File: src/rtl/register_file_pkg.sv
// register_file_pkg: shared sizing constants and register index type for the register file
package register_file_pkg;
  localparam int REG_COUNT = 8;
  localparam int REG_ADDR_W = 3;
  localparam int DATA_W = 16;
  typedef logic [REG_ADDR_W-1:0] reg_addr_t;
endpackage

File: src/rtl/register_file_decoder_3x8.sv
// decoder_3x8: expands an enable and 3-bit index into a one-hot register-load vector
module decoder_3x8
  import register_file_pkg::*;
(
  input  logic                 EN,
  input  reg_addr_t            S,
  output logic [REG_COUNT-1:0] Dout
);
  always_comb Dout = EN ? ({{(REG_COUNT-1){1'b0}}, 1'b1} << S) : '0;
endmodule

File: src/rtl/register_file.sv
// register_file: 8x16 register file, two forwarding read ports, two write ports with port B winning collisions
module register_file
  import register_file_pkg::*;
#(
  parameter int DATA_W = register_file_pkg::DATA_W
) (
  input  logic              clk,
  input  logic              rst,
  input  logic              wr_en_a,
  input  reg_addr_t         wr_addr_a,
  input  logic [DATA_W-1:0] wr_data_a,
  input  logic              wr_en_b,
  input  reg_addr_t         wr_addr_b,
  input  logic [DATA_W-1:0] wr_data_b,
  input  reg_addr_t         rd_addr_0,
  input  reg_addr_t         rd_addr_1,
  output logic [DATA_W-1:0] rd_data_0,
  output logic [DATA_W-1:0] rd_data_1,
  output logic              wr_conflict
);
  logic [REG_COUNT-1:0] load_a, load_b;
  logic [DATA_W-1:0] regs_q [REG_COUNT];
  logic [DATA_W-1:0] regs_d [REG_COUNT];
  logic conflict_q, conflict_d;
  decoder_3x8 u_dec_a (.EN(wr_en_a), .S(wr_addr_a), .Dout(load_a));
  decoder_3x8 u_dec_b (.EN(wr_en_b), .S(wr_addr_b), .Dout(load_b));
  always_comb begin
    for (int i = 0; i < REG_COUNT; i++)
      regs_d[i] = load_b[i] ? wr_data_b : load_a[i] ? wr_data_a : regs_q[i];
    conflict_d = wr_en_a & wr_en_b & (wr_addr_a == wr_addr_b);
  end
  always_ff @(posedge clk or posedge rst) begin
    if (rst) begin
      for (int i = 0; i < REG_COUNT; i++) regs_q[i] <= '0;
      conflict_q <= 1'b0;
    end else begin
      for (int i = 0; i < REG_COUNT; i++) regs_q[i] <= regs_d[i];
      conflict_q <= conflict_d;
    end
  end
  // forwarding priority mirrors write priority: B over A over storage
  always_comb begin
    rd_data_0 = (wr_en_b && wr_addr_b == rd_addr_0) ? wr_data_b :
                (wr_en_a && wr_addr_a == rd_addr_0) ? wr_data_a : regs_q[rd_addr_0];
    rd_data_1 = (wr_en_b && wr_addr_b == rd_addr_1) ? wr_data_b :
                (wr_en_a && wr_addr_a == rd_addr_1) ? wr_data_a : regs_q[rd_addr_1];
  end
  assign wr_conflict = conflict_q;
endmodule

File: config.mk
export PLATFORM = sky130hd
export DESIGN_NAME = register_file
export DESIGN_NICKNAME = d
export VERILOG_FILES = /design/src/rtl/register_file_pkg.sv /design/src/rtl/register_file_decoder_3x8.sv /design/src/rtl/register_file.sv
export SDC_FILE = /design/constraint.sdc
export NUM_CORES = 1
export LEC_CHECK = 0
export CORE_MARGIN = 2
export CORE_UTILIZATION = 35
export DETAILED_ROUTE_END_ITERATION = 10
export GPL_TIMING_DRIVEN = 0
export SETUP_SLACK_MARGIN = 0.3
export SYNTH_ARGS = -nofsm -noshare
export SYNTH_HDL_FRONTEND = slang
export SYNTH_HIERARCHICAL = 1
export SYNTH_SLANG_ARGS = --single-unit
File: constraint.sdc
create_clock -name clk -period 10.95 [get_ports clk]
set_input_delay 2.19 -clock clk [delete_from_list [all_inputs] [get_ports clk]]
set_output_delay 2.19 -clock clk [all_outputs]
set_load 0.005 [all_outputs]
==> flow_summary.ini <==
[grt]
grt_usage_pct = 23.2
grt_first_pass_wirelength_mm = 46.1
grt_overflow_total = 0
antenna_found_initial = 1
grt_max_degree = 73
grt_pass1_vias = 7235

[synthesis]
synth_fp_nets = 893
yosysSeqAreaShare_pct = 35.4
synth_cell_types = 28
synthCells = 845
syn_area_um2 = 9110
postSynthAreaPerCell_um2 = 10.8
ys_ff_latch = 129
ys.warnings.count = 6

[detailed_routing]
wl_per_cell_um = 24.9
drtIter0Drc = 858
vias = 7406
post_drt_via_cell_ratio = 5.90
drc = 0
ant_nets = 0
dr.pass1.iters = 5
routed_wl_mm = 31.3

[power]
p_per_area_nw_per_um2 = 163
swShare_pct = 30.6
p_sw_w = 0.000526
combPwrFrac_pct = 28.2
ir_worst_vdd_mv = 0.0897
p_clk_share_pct = 33.6
sequentialPowerShare_pct = 38.1
internal-power_w = 0.00119
leakage_nw = 4.11

[clock_tree]
cts_resized = 0
cts_setup_buffers = 0
htreeDepth = 4
clock-sinks = 129
cts_root_buf = clkbuf_16
ctsHoldBuffers = 0
numCtsBuffers = 17
clockBufferDepth = 2
clock_latency_ns = 0.42
cts.clk_slew.worst_paths_ns = 0.06
cts_tree = done

[floorplanning]
pin_count = 81
row_count = 59
die-width_um = 165
core-area_um2 = 25800
start_util_pct = 35.2
fp.dieH_um = 165
die_area_um2 = 27300

[final_layout]
final_nets = 955
fin_util_pct = 40.9
nFillCells = 2500
antenna_cells = 0
final_layout_size_suffix_gt1_share_pct = 12.2
syn_to_final_growth_pct = 16.0

[timing]
rsz0062_at_grt = no
hold_viol_final = 0
slew_headroom_pct = 34.4
finalWorstSetupSlack_ns = 3.74
fmax_mhz = 139
setup_violations = 0
tns_ns = 0
post-route-min-period_ns = 7.21
finalMaxSlewViolations = 0
worst_pin_slew_ns = 0.984
finalClockSkew_ns = 0
finalCritPeriodShare_pct = 65.8

[setup_path]
path_cells = clkdlybuf4s50_1 -> xnor2_1 -> and4_1 -> buf_1 -> clkbuf_1 -> nand2_1 -> o21ai_1 -> clkdlybuf4s50_1
worstSetupEndpointType = primary output
critPathMostFrequentCell = clkdlybuf4s50_1
reg2reg_setup_slack_ns = 10.13
worstReg2RegStart = regs_q[107]$_DFFE_PP0P_
cp_slowest_cell = clkdlybuf4s50_1
start_kind = input port
reg2reg_to = regs_q[107]$_DFFE_PP0P_
required_ns = 8.76
critPathMaxStageDelay_ns = 0.76
critPathKind = in -> out
cp_max_fo = 11
reg2reg_depth = 2
cp.arrival_ns = 5.02

[flow_run]
cap_violations = 0

[hold_path]
holdPathEnd = regs_q[98]$_DFFE_PP0P_
hold_class = reg -> reg
worstHoldStart = regs_q[98]$_DFFE_PP0P_
hold_depth = 2

[placed_design]
dp_slack_ns = 3.80
io_buffer_count = 42
gp_congestion = 0.894
place.detailed.hpwl_mm = 20.9

[run_status]
outcome = finished, final reports clean
cells in the mapped netlist:
master	instances	area share [%]
mux2i_1	160	18
nand2_1	160	6.6
o21ai_0	130	7.1
dfrtp_1	129	35
clkbuf_1	62	2.6
mux4_1	54	16
mux2_2	32	4.0
o21ai_1	30	1.6
buf_1	16	0.66
buf_2	14	0.77
xnor2_1	13	1.3
mux4_2	10	2.5
and4b_2	4	0.49
and4bb_1	4	0.55
buf_6	4	0.49
and4_1	2	0.19
and4_2	2	0.22
and4b_1	2	0.22
and4bb_2	2	0.27
buf_12	2	0.44
buf_4	2	0.16
buf_8	2	0.33
nand4_2	2	0.27
nor4b_2	2	0.33
xor2_1	2	0.19
inv_1	1	0.041
nand3_1	1	0.055
nor3_1	1	0.055
cells in the final DEF (no fill, tap or decap), types with 3 or more instances in the layout:
cell type | netlist | final
clkinv_2 | 0 | 3
mux2i_1 | 160 | 160
and4bb_1 | 4 | 4
clkbuf_16 | 0 | 17
inv_6 | 0 | 5
dfrtp_1 | 129 | 129
clkinv_4 | 0 | 4
o21ai_1 | 30 | 30
clkdlybuf4s50_1 | 0 | 42
o21ai_0 | 130 | 130
mux2_2 | 32 | 32
and4b_2 | 4 | 4
mux4_2 | 10 | 10
buf_1 | 16 | 16
nand2_1 | 160 | 160
clkbuf_1 | 62 | 62
buf_6 | 4 | 4
buf_2 | 14 | 14
mux4_1 | 54 | 54
xnor2_1 | 13 | 13
cells by family after synthesis:
family / after synthesis / synth area share (%)
xor+xnor: 15 / 1.44
buf+inv: 103 / 5.45
simple gates: 182 / 9.26
flops: 129 / 35.4
compound gates: 160 / 8.79
mux: 256 / 39.6
per-stage QoR:
stage          hold slack (ns)  area, um2  total power [W]  cells
5_1_grt                  0.603      10600          0.00179   1255
4_1_cts                  0.588      10600          0.00172   1255
3_5_place_dp             0.572       9980          0.00114   1223
3_3_place_gp             0.556       9950          0.00113   1222
2_1_floorplan            0.535       9110         0.000954    845
6_report                 0.589      10600          0.00172   1255
flip-flops by register name, indices dropped and copies added (netlist names):
| name | count |
|---|---|
| wr_conflict | 1 |
| regs_q | 128 |
power by group through the flow:
stage	sequential, W	combinational, W	clock, W
finish	0.000655	0.000485	0.000577
global route	0.000666	0.000525	0.000602
CTS	0.000651	0.000485	0.000580
detailed placement	0.000657	0.000485	0
global placement	0.000653	0.000473	0
floorplan	0.000632	0.000322	0
cell type report:
type	count	area [um2]	share of cell area (%)
Tap cell	335	419	3.97
Sequential cell	129	3230	30.6
Inverter	1	8.76	0.0829
Timing Repair Buffer	43	448	4.24
Clock buffer	17	425	4.03
Clock inverter	15	160	1.52
Buffer	102	493	4.67
Multi-Input combinational cell	613	5380	50.9
worst max-delay path: cells and delay by family:
kind            cells  cell delay, ns
compound gates      1            0.16
xor+xnor            1            0.17
buf+inv             4            2.17
simple gates        2            0.32
per-layer routing:
layer	vias up	part of all wire (%)	GRT usage, %
met4	2	2.8	8.15
met3	58	7.2	4.07
met5	-	0.042	0
li1	3237	-	-
met1	3766	43	32.5
met2	343	47	36.3
worst max-delay path by stage:
stage          cells past startpoint  slack [ns]                      to          from
3_5_place_dp                       8        3.80           rd_data_0[13]  wr_addr_b[1]
2_1_floorplan                      6        5.30            rd_data_0[2]  rd_addr_0[2]
3_3_place_gp                       2        3.08  regs_q[96]$_DFFE_PP0P_           rst
5_1_grt                            8        3.64            rd_data_0[8]  wr_addr_b[1]
6_report                           8        3.74           rd_data_0[13]  wr_addr_b[1]
4_1_cts                            8        3.79           rd_data_0[13]  wr_addr_b[1]
Power figures use the tool's default switching activity.
